$ cat src/rtl/cfg_info_pkg.sv
// Register map, magic word, flag bit positions and FSM states for the
// configuration-info responder.
package cfg_info_pkg;

  localparam logic [31:0] MAGIC = 32'h4356_4136;  // "CVA6"

  localparam logic [31:0] OFF_MAGIC      = 32'h000;
  localparam logic [31:0] OFF_XLEN       = 32'h004;
  localparam logic [31:0] OFF_FLAGS      = 32'h008;
  localparam logic [31:0] OFF_COMMIT     = 32'h00C;
  localparam logic [31:0] OFF_SB         = 32'h010;
  localparam logic [31:0] OFF_ICACHE     = 32'h014;
  localparam logic [31:0] OFF_DCACHE     = 32'h018;
  localparam logic [31:0] OFF_ASSOC      = 32'h01C;
  localparam logic [31:0] OFF_PMP        = 32'h020;
  localparam logic [31:0] OFF_CNT        = 32'h024;
  localparam logic [31:0] OFF_NR_CACHED  = 32'h100;
  localparam logic [31:0] OFF_NR_EXEC    = 32'h104;
  localparam logic [31:0] OFF_NR_NONIDEM = 32'h108;
  localparam logic [31:0] OFF_RULE_BASE  = 32'h200;  // 16 rules x 16 bytes

  localparam int FLAG_RVA     = 0;
  localparam int FLAG_RVB     = 1;
  localparam int FLAG_RVC     = 2;
  localparam int FLAG_RVH     = 3;
  localparam int FLAG_RVV     = 4;
  localparam int FLAG_FPU     = 5;
  localparam int FLAG_RVZCB   = 6;
  localparam int FLAG_RVZCMP  = 7;
  localparam int FLAG_CVXIF   = 8;
  localparam int FLAG_RVS     = 9;
  localparam int FLAG_RVU     = 10;
  localparam int FLAG_MMU     = 11;
  localparam int FLAG_DEBUG   = 12;

  typedef enum logic {
    S_IDLE = 1'b0,
    S_RESP = 1'b1
  } state_e;

endpackage

$ cat src/rtl/config_pkg.sv
// Core configuration record type shared by CVA6 blocks; only the fields the
// configuration-info responder exposes to software are carried here.
package config_pkg;

  typedef struct packed {
    int unsigned       XLEN;
    bit                RVA;
    bit                RVB;
    bit                RVC;
    bit                RVH;
    bit                RVV;
    bit                FpuEn;
    bit                RVZCB;
    bit                RVZCMP;
    bit                CvxifEn;
    bit                RVS;
    bit                RVU;
    bit                MmuPresent;
    bit                DebugEn;
    int unsigned       NrCommitPorts;
    int unsigned       NrScoreboardEntries;
    int unsigned       IcacheByteSize;
    int unsigned       DcacheByteSize;
    int unsigned       IcacheSetAssoc;
    int unsigned       DcacheSetAssoc;
    int unsigned       NrPMPEntries;
    int unsigned       NrNonIdempotentRules;
    int unsigned       NrExecuteRegionRules;
    int unsigned       NrCachedRegionRules;
    logic [15:0][63:0] CachedRegionAddrBase;
    logic [15:0][63:0] CachedRegionLength;
  } cva6_cfg_t;

endpackage

$ cat src/rtl/cva6_config_pkg.sv
// Default core configuration: a small 32-bit embedded core with one cached
// region at 0x8000_0000.
package cva6_config_pkg;

  localparam config_pkg::cva6_cfg_t cva6_cfg = '{
    XLEN:                 32,
    RVA:                  1'b0,
    RVB:                  1'b1,
    RVC:                  1'b1,
    RVH:                  1'b0,
    RVV:                  1'b0,
    FpuEn:                1'b0,
    RVZCB:                1'b1,
    RVZCMP:               1'b0,
    CvxifEn:              1'b1,
    RVS:                  1'b0,
    RVU:                  1'b0,
    MmuPresent:           1'b0,
    DebugEn:              1'b0,
    NrCommitPorts:        1,
    NrScoreboardEntries:  4,
    IcacheByteSize:       2048,
    DcacheByteSize:       32768,
    IcacheSetAssoc:       4,
    DcacheSetAssoc:       8,
    NrPMPEntries:         8,
    NrNonIdempotentRules: 2,
    NrExecuteRegionRules: 3,
    NrCachedRegionRules:  1,
    CachedRegionAddrBase: {{15{64'h0}}, 64'h0000_0000_8000_0000},
    CachedRegionLength:   {{15{64'h0}}, 64'h0000_0000_4000_0000}
  };

endpackage

$ cat src/rtl/cfg_info_decode.sv
// Combinational address-to-data decode of the read-only configuration words.
// Region table (0x100.., 0x200..) only exists when CFG_INFO_REGIONS_EN is defined.
module cfg_info_decode
  import cfg_info_pkg::*;
#(
  parameter config_pkg::cva6_cfg_t CVA6Cfg   = cva6_config_pkg::cva6_cfg,
  parameter int unsigned           AddrWidth = 12
) (
  input  logic [AddrWidth-1:0] addr,
  input  logic                 we,
  input  logic [31:0]          cnt,
  output logic [31:0]          rdata,
  output logic                 err
);

  logic [31:0] a;
  logic [31:0] word;
  logic [31:0] flags;
  logic        hit;

  assign a = 32'(addr);

  always_comb begin
    flags              = '0;
    flags[FLAG_RVA]    = CVA6Cfg.RVA;
    flags[FLAG_RVB]    = CVA6Cfg.RVB;
    flags[FLAG_RVC]    = CVA6Cfg.RVC;
    flags[FLAG_RVH]    = CVA6Cfg.RVH;
    flags[FLAG_RVV]    = CVA6Cfg.RVV;
    flags[FLAG_FPU]    = CVA6Cfg.FpuEn;
    flags[FLAG_RVZCB]  = CVA6Cfg.RVZCB;
    flags[FLAG_RVZCMP] = CVA6Cfg.RVZCMP;
    flags[FLAG_CVXIF]  = CVA6Cfg.CvxifEn;
    flags[FLAG_RVS]    = CVA6Cfg.RVS;
    flags[FLAG_RVU]    = CVA6Cfg.RVU;
    flags[FLAG_MMU]    = CVA6Cfg.MmuPresent;
    flags[FLAG_DEBUG]  = CVA6Cfg.DebugEn;
  end

  always_comb begin
    word = '0;
    hit  = 1'b1;
    case (a)
      OFF_MAGIC:      word = MAGIC;
      OFF_XLEN:       word = 32'(CVA6Cfg.XLEN);
      OFF_FLAGS:      word = flags;
      OFF_COMMIT:     word = 32'(CVA6Cfg.NrCommitPorts);
      OFF_SB:         word = 32'(CVA6Cfg.NrScoreboardEntries);
      OFF_ICACHE:     word = 32'(CVA6Cfg.IcacheByteSize);
      OFF_DCACHE:     word = 32'(CVA6Cfg.DcacheByteSize);
      OFF_ASSOC:      word = {16'(CVA6Cfg.DcacheSetAssoc), 16'(CVA6Cfg.IcacheSetAssoc)};
      OFF_PMP:        word = 32'(CVA6Cfg.NrPMPEntries);
      OFF_CNT:        word = cnt;
`ifdef CFG_INFO_REGIONS_EN
      OFF_NR_CACHED:  word = 32'(CVA6Cfg.NrCachedRegionRules);
      OFF_NR_EXEC:    word = 32'(CVA6Cfg.NrExecuteRegionRules);
      OFF_NR_NONIDEM: word = 32'(CVA6Cfg.NrNonIdempotentRules);
`endif
      default: begin
`ifdef CFG_INFO_REGIONS_EN
        // a[7:4] selects the rule, a[3:2] the half-word of base/length
        if ((a & ~32'h0FF) == OFF_RULE_BASE) begin
          if (32'(a[7:4]) < CVA6Cfg.NrCachedRegionRules) begin
            case (a[3:2])
              2'd0:    word = CVA6Cfg.CachedRegionAddrBase[a[7:4]][31:0];
              2'd1:    word = CVA6Cfg.CachedRegionAddrBase[a[7:4]][63:32];
              2'd2:    word = CVA6Cfg.CachedRegionLength[a[7:4]][31:0];
              default: word = CVA6Cfg.CachedRegionLength[a[7:4]][63:32];
            endcase
          end
        end else begin
          hit = 1'b0;
        end
`else
        hit = 1'b0;
`endif
      end
    endcase
  end

  assign err   = we || (a[1:0] != 2'b00) || !hit;
  assign rdata = err ? 32'h0 : word;

endmodule

$ cat src/rtl/cfg_info_responder.sv
// Read-only configuration-info slave: valid/ready request, one registered
// response slot, read counter. Region table enabled by CFG_INFO_REGIONS_EN.
module cfg_info_responder
  import cfg_info_pkg::*;
#(
  parameter config_pkg::cva6_cfg_t CVA6Cfg   = cva6_config_pkg::cva6_cfg,
  parameter int unsigned           AddrWidth = 12
) (
  input  logic                 clk_i,
  input  logic                 rst_ni,
  input  logic                 req_valid_i,
  output logic                 req_ready_o,
  input  logic [AddrWidth-1:0] req_addr_i,
  input  logic                 req_we_i,
  output logic                 rsp_valid_o,
  input  logic                 rsp_ready_i,
  output logic [31:0]          rsp_rdata_o,
  output logic                 rsp_err_o
);

  state_e      state, state_nxt;
  logic        accept;
  logic [31:0] cnt;
  logic [31:0] dec_rdata;
  logic        dec_err;

  // The response slot frees up in the same cycle it is consumed.
  assign rsp_valid_o = (state == S_RESP);
  assign req_ready_o = !rsp_valid_o || rsp_ready_i;
  assign accept      = req_valid_i && req_ready_o;

  cfg_info_decode #(
    .CVA6Cfg   (CVA6Cfg),
    .AddrWidth (AddrWidth)
  ) u_decode (
    .addr  (req_addr_i),
    .we    (req_we_i),
    .cnt   (cnt),
    .rdata (dec_rdata),
    .err   (dec_err)
  );

  always_ff @(posedge clk_i or negedge rst_ni) begin
    if (!rst_ni) state <= S_IDLE;
    else         state <= state_nxt;
  end

  always_comb begin
    state_nxt = state;
    case (state)
      S_IDLE:  if (accept) state_nxt = S_RESP;
      S_RESP:  if (rsp_ready_i && !accept) state_nxt = S_IDLE;
      default: state_nxt = S_IDLE;
    endcase
  end

  always_ff @(posedge clk_i or negedge rst_ni) begin
    if (!rst_ni) begin
      rsp_rdata_o <= '0;
      rsp_err_o   <= 1'b0;
      cnt         <= '0;
    end else if (accept) begin
      rsp_rdata_o <= dec_rdata;
      rsp_err_o   <= dec_err;
      if (!dec_err) cnt <= cnt + 32'd1;
    end
  end

endmodule

$ cat config.mk
export PLATFORM = sky130hd
export DESIGN_NAME = cfg_info_responder
export DESIGN_NICKNAME = d
export VERILOG_FILES = /design/src/rtl/cfg_info_pkg.sv /design/src/rtl/config_pkg.sv /design/src/rtl/cva6_config_pkg.sv /design/src/rtl/cfg_info_decode.sv /design/src/rtl/cfg_info_responder.sv
export SDC_FILE = /design/constraint.sdc
export NUM_CORES = 1
export LEC_CHECK = 0
export ABC_AREA = 1
export BUFFER_PORTS_ARGS = -buffer_cell sky130_fd_sc_hd__buf_2
export CELL_PAD_IN_SITES_DETAIL_PLACEMENT = 1
export CELL_PAD_IN_SITES_GLOBAL_PLACEMENT = 2
export CORE_AREA = 3 3 149 79
export CTS_CLUSTER_DIAMETER = 150
export DETAILED_ROUTE_END_ITERATION = 6
export DIE_AREA = 0 0 152 82
export PLACE_DENSITY = 0.84
export SLEW_MARGIN = 25
export SYNTH_ARGS = -nofsm -noshare
export SYNTH_HDL_FRONTEND = slang
export SYNTH_HIERARCHICAL = 1
export SYNTH_SLANG_ARGS = --single-unit
$ cat constraint.sdc
create_clock -name clk_i -period 2.75 [get_ports clk_i]
set_input_delay 0.275 -clock clk_i [delete_from_list [all_inputs] [get_ports clk_i]]
set_output_delay 0.275 -clock clk_i [all_outputs]
set_load 0.005 [all_outputs]
# ---- After elaboration in Yosys (flattened, before gate mapping)
# Index checks and enable logic that the tools add are counted.
dict set report word_totals {
  wordCells 34
  register_bits 66
}
dict set report op_classes {
  bitwise_logic 2
  n_reduce_logical 12
  addsub 1
  n_eq_ne 9
  n_mux 6
}
# op count
set ops {}
lappend ops {{32-bit one-hot mux with 10 select lines} 1}
lappend ops {{12-bit by 5-bit == test with 1-bit output (second input constant)} 4}
lappend ops {{32-bit by 1-bit adder with 32-bit output (second input constant)} 1}
lappend ops {{32-bit zero test} 1}
lappend ops {{32-bit two-way mux} 1}
lappend ops {{12-bit by 4-bit == test with 1-bit output (second input constant)} 2}
lappend ops {{12-bit by 6-bit == test with 1-bit output (second input constant)} 2}
lappend ops {{12-bit by 3-bit == test with 1-bit output (second input constant)} 1}
lappend ops {{10-bit OR reduction} 1}
lappend ops {{1-bit zero test} 3}
lappend ops {{1-bit logical OR} 3}
lappend ops {{1-bit two-way mux} 3}
lappend ops {{1-bit logical AND} 2}
lappend ops {{1-bit NOT} 2}
lappend ops {{1-bit one-hot mux with 2 select lines} 1}
lappend ops {{2-bit AND reduction} 1}
lappend ops {{2-bit nonzero test} 1}

# ---- Logic depth before layout (Yosys ltp)
dict set report logic_depth {
  word_depth 7
  mapped_depth 17
  mapped_depth_nobuf 16
}

# ---- By module
# Netlist, hierarchy kept.
# mod instances area_per_inst_um2 seq_area_each_um2 cells_per_inst
set by_module_without_submodules {}
lappend by_module_without_submodules {cfg_info_responder 1 3083.0 1651.6 299}
lappend by_module_without_submodules {cfg_info_decode 1 804.5 0.0 162}

# ---- Worst setup path before layout
# OpenSTA, ideal clock, no wires.
dict set report synth_path {
  path_type {input port to flip-flop}
  startpoint {in req_addr_i[11]}
  endpoint {reg cnt[21]}
  path_stages 15
  t_arrival_ps 1831
  path_buffers 2
  required_time_ps 2626
  setup_slack_ps 795
  setup_ps 124
  cell_sequence {nor2_1 -> nand2_2 -> nor2_4 -> nand2_2 -> nand2_1 -> nor2_1 -> nand2_2 -> nand2_4 -> buf_8 -> inv_1 -> nand3_4 -> buf_6 -> nor2_4 -> nand3_2 -> xnor2_1}
}
dict set report synth_via {
  elab_chain_cells 7
  word_cells_on_any_way 16
  classes_between {eq/ne: 9; mux: 1; bitwise: 1; reduce/logical: 5}
}
# item line_no
set synth_rtl {}
lappend synth_rtl {{start: declaration} cfg_info_responder.sv:13} ;# input logic [AddrWidth-1:0] req_addr_i,
lappend synth_rtl {{32-bit zero test, or another cell as far along} cfg_info_decode.sv:43} ;# case (a)
lappend synth_rtl {{10-bit OR reduction (no line) *} --}
lappend synth_rtl {{1-bit two-way mux *} cfg_info_decode.sv:43}
lappend synth_rtl {{1-bit zero test *} cfg_info_decode.sv:81} ;# assign err = we || (a[1:0] != 2'b00) || !hit;
lappend synth_rtl {{1-bit logical OR *} cfg_info_decode.sv:81}
lappend synth_rtl {{via dec_err} cfg_info_responder.sv:25} ;# logic dec_err;
lappend synth_rtl {{1-bit NOT (no line) *} --}
lappend synth_rtl {{2-bit AND reduction (no line) *} --}
lappend synth_rtl {{end signal: assignment} cfg_info_responder.sv:65} ;# if (!dec_err) cnt <= cnt + 32'd1;
lappend synth_rtl {{end: declaration} cfg_info_responder.sv:23} ;# logic [31:0] cnt;
# The timed path passes the listed nets; every way through them passes the cells marked *.
# A chain may end at the register's enable or synchronous reset.

# ---- Final worst setup path
dict set report layout_path {
  startpoint {in req_addr_i[11]}
  endpoint {reg cnt[27]}
}
# Same word-level chain as after synthesis.

==> flow_summary.toml <==
[status]
run_status = "complete, no violations"

[final_layout]
layout.filler_cells = 1295
synthToLayoutAreaGrowth_pct = 18.1
post-route-cell-area_sq_mm = 0.00459
multi_input_area_sq_mm = 0.00193
layout-drive-gt1-share_pct = 32.4
insertedDiodeCount = 0
final_net_count = 534
ff_latch_area_sq_mm = 0.00165

[logic_synthesis]
synth_compound_gate_area_share_pct = 0.579
post_synth_main_area_contributors = "sky130_fd_sc_hd__dfrtp_1 (42%), sky130_fd_sc_hd__nand2_1 (13%), sky130_fd_sc_hd__mux2_2 (9.3%)"
dominant_combinational_cell_family_by_area_after_synthesis = "simple AND/OR/NAND/NOR gates"
post_synth.cell_area_avg_sq_um = 8.43
multiplexer_share_of_the_synthesized_area_pct = 9.27
number_of_flops_mapped_to_enable_cells_by_yosys = 0
syn_std_cell_area_sq_mm = 0.00389
synth_largest_type_area_fraction_pct = 42.5
sequential_area_share_after_synthesis_pct = 42.5
yosys.area_share.simple_pct = 34.8
mappedNetlistNets = 479
share_of_async_settable_or_async_resettable_flops_after_synthesis_pct = 100
yosys_synthesis_warning_count = 6
xor_xnor_cell_area_share_of_the_yosys_netlist_pct = 4.73
number_of_different_library_cells_in_the_post_synthesis_netlist = 28
synth.largest_area_cell = "sky130_fd_sc_hd__dfrtp_1"
synth_fa_ha_area_share_pct = 0.322
post-synth-top-count-cell = "sky130_fd_sc_hd__nand2_1"
netlist_instances = 461
synthFlopType = "sky130_fd_sc_hd__dfrtp_1"
ffs_latches_synth = 66
netlist_top_cells_count = "sky130_fd_sc_hd__nand2_1 (137), sky130_fd_sc_hd__dfrtp_1 (66), sky130_fd_sc_hd__inv_1 (51)"

[global_route]
antenna_found_initial = 0
grt_remaining_overflow = 0
grt_pass1_wl_um = 17800
grt_pass1_vias = 3180
grt_usage_pct = 18.6
grt_start_max_net_pins = 38

[timing]
clock.fmax_mhz = 535
clock_skew_ns = 0.00920
finalSetupViolCount = 0
time_the_final_worst_path_needs_with_i_o_delays_and_setup_ns = 1.87
slew_violations = 0
maxSlewHeadroom_pct = 48.7
setup_total_negative_slack_ns = 0
setup_ws_ns = 0.881
hold_viol = 0
hold-worst-slack_ns = 0.237
timing_worst_slew_pin_value_ns = 0.767
min_period_over_period_pct = 68.0
rsz_0062_raised_after_global_routing = "no"

[routing]
avgRoutedWirePerCell_um = 16.1
drt-pass1-iter-count = 4
wl_um = 10700
drt_drc_violations_left = 0
ant_nets = 0
drt_first_iter_violations = 114
num_vias = 3111
avgViaCountPerCell = 4.67

[setup_path]
capturing_element_of_the_worst_setup_path = "cnt[27]"
timing.setup.critical_path_class = "primary input to register"
worst_setup_path_start_kind = "primary input"
timing.critical_path.required_ns = 2.97
crit_path_top_delay_cell = "sky130_fd_sc_hd__nand3_4"
critPathMaxFanout = 12
r2r_cells = 10
worst-endpoint-arrival_ns = 2.09
worstReg2RegStart = "cnt[1]"
cp_num_buf_inv = 3
timing.critical_path.slowest_cell_delay_ns = 0.24
crit_start = "req_addr_i[11]"
critPathTopFamily = "simple AND/OR/NAND/NOR gates"
worstSetupPathDepth = 17
worstPathCellList = "buf_2 > nor2_1 > nand2_2 > inv_2 > nand3_1 > nand2_1 > nor2_1 > nand2_2 > nand2_4 > inv_1 > nand3_4 > nor2_4 > nand2_4 > nor2_4 > nand2_1 > nand2_1 > nand2_1"
r2r-end = "cnt[16]"
reg2reg_setup_slack_ns = 1.10
endpoint_kind = "register"
timing.critical_path.mode_cell = "sky130_fd_sc_hd__nand2_1"

[placement]
preCtsSetupSlack_ns = 0.532
placement.cell_area_sq_mm = 0.00427
number_of_port_buffers = 51
dp_hpwl_um = 8520
finalWeightedCongestion = 0.806

[cts]
clk_transition_reported_paths_ns = 0.05
postCtsSetupBuffers = 0
cts_htree_levels = 3
worst_skew_pair_latency_ns = 0.34
clock-root-buffer = "sky130_fd_sc_hd__clkbuf_16"
post_cts_resized = 0
tritoncts = "built"
cts_sinks = 66
ctsLongestPathBuffers = 2
cts_made_buffers = 9

[min_path]
timing.hold.worst_path_depth = 3
min-delay-path-class = "primary input to register"

[power_and_ir_drop]
p_leak_nw = 2.26
cellPowerDensity_mw_per_mm2 = 494
finalPower_mw = 2.27
largest_vdd_supply_drop_mv = 0.303

[floorplanning]
floorplan.die.height_um = 82
die_w_um = 152
dieArea_sq_mm = 0.0125
core_region_area_sq_mm = 0.0107
ioPinCount = 52
starting_density_of_the_core_pct = 36.4
fp-row-count = 27

[job]
max_cap_viol_count = 0
[through the flow]
stage / util, % / cells
global placement: 40.0 / 649
floorplan: - / 461
CTS: 43.0 / 666
finish: 43.0 / 666
global route: 43.0 / 666
detailed placement: 40.0 / 649
[worst min-delay path: cells and delay by family]
family / cells / cell delay [ns]
simple gates: 1 / 0.05
buf+inv: 2 / 0.21
[registers in the layout (all words and copies together) (netlist names)]
register / count
rsp_rdata_o: 32
cnt: 32
rsp_err_o: 1
rsp_valid_o: 1
[placed cells by master, fill, tap and decap left out, drive strengths merged]
cell type and instances:
o21ai 3, nor3 7, xnor2 12, buf 53, nor3b 1, o21bai 1
nand2 148, mux2 32, inv 57, bufinv 1, clkbuf 11, nand3 21
nand3b 1, ha 1, nand4 10, dfrtp 66, xor2 9, dlygate4sd3 1
clkinv 4, nor2 82
[where the power goes]
| part | total, mW | internal, mW | switching (mW) |
|---|---|---|---|
| Clock | 1.20 | 0.756 | 0.446 |
| Sequential | 0.978 | 0.974 | 0.00330 |
| Combinational | 0.0884 | 0.0307 | 0.0577 |
| Total | 2.27 | 1.76 | 0.507 |
[layer usage]
metal	GRT usage [%]	up-vias	routed length (um)	share of wire, %
met5	0	-	0	0
met4	4.84	0	117	1.1
met3	5.89	8	710	6.6
met2	24.4	77	3810	36
met1	28.6	1493	6080	57
li1	-	1533	-	-
[cells by family after synthesis]
| group | Yosys count |
|---|---|
| mux | 32 |
| flops | 66 |
| buf+inv | 67 |
| xor+xnor | 21 |
| simple gates | 270 |
| compound gates | 4 |
| fa+ha+maj | 1 |
[timing repair]
| action | 4_1_cts | 5_1_grt |
|---|---|---|
| setup endpoints to repair | 0 | 0 |
| endpoints found under the hold margin | 29 | 0 |
| hold buffers | 1 | 0 |
[worst min-delay path by stage]
stage | end | startpoint | slack (ns)
3_5_place_dp | rsp_rdata_o[0] | rst_ni | 0.35
3_3_place_gp | rsp_rdata_o[0] | rst_ni | 0.35
4_1_cts | rsp_valid_o | req_valid_i | 0.22
5_1_grt | rsp_valid_o | req_valid_i | 0.27
6_report | rsp_valid_o | req_valid_i | 0.24
2_1_floorplan | cnt[0] | rst_ni | -0.02
[final cells by class]
| cell class | count | area share (%) |
|---|---|---|
| Clock buffer | 11 | 5.50 |
| Clock inverter | 5 | 1.34 |
| Multi-Input combinational cell | 328 | 42.1 |
| Inverter | 57 | 4.77 |
| Timing Repair Buffer | 54 | 6.38 |
| Tap cell | 145 | 3.95 |
| Sequential cell | 66 | 36.0 |
No activity file was read; power rests on OpenSTA's default activity.
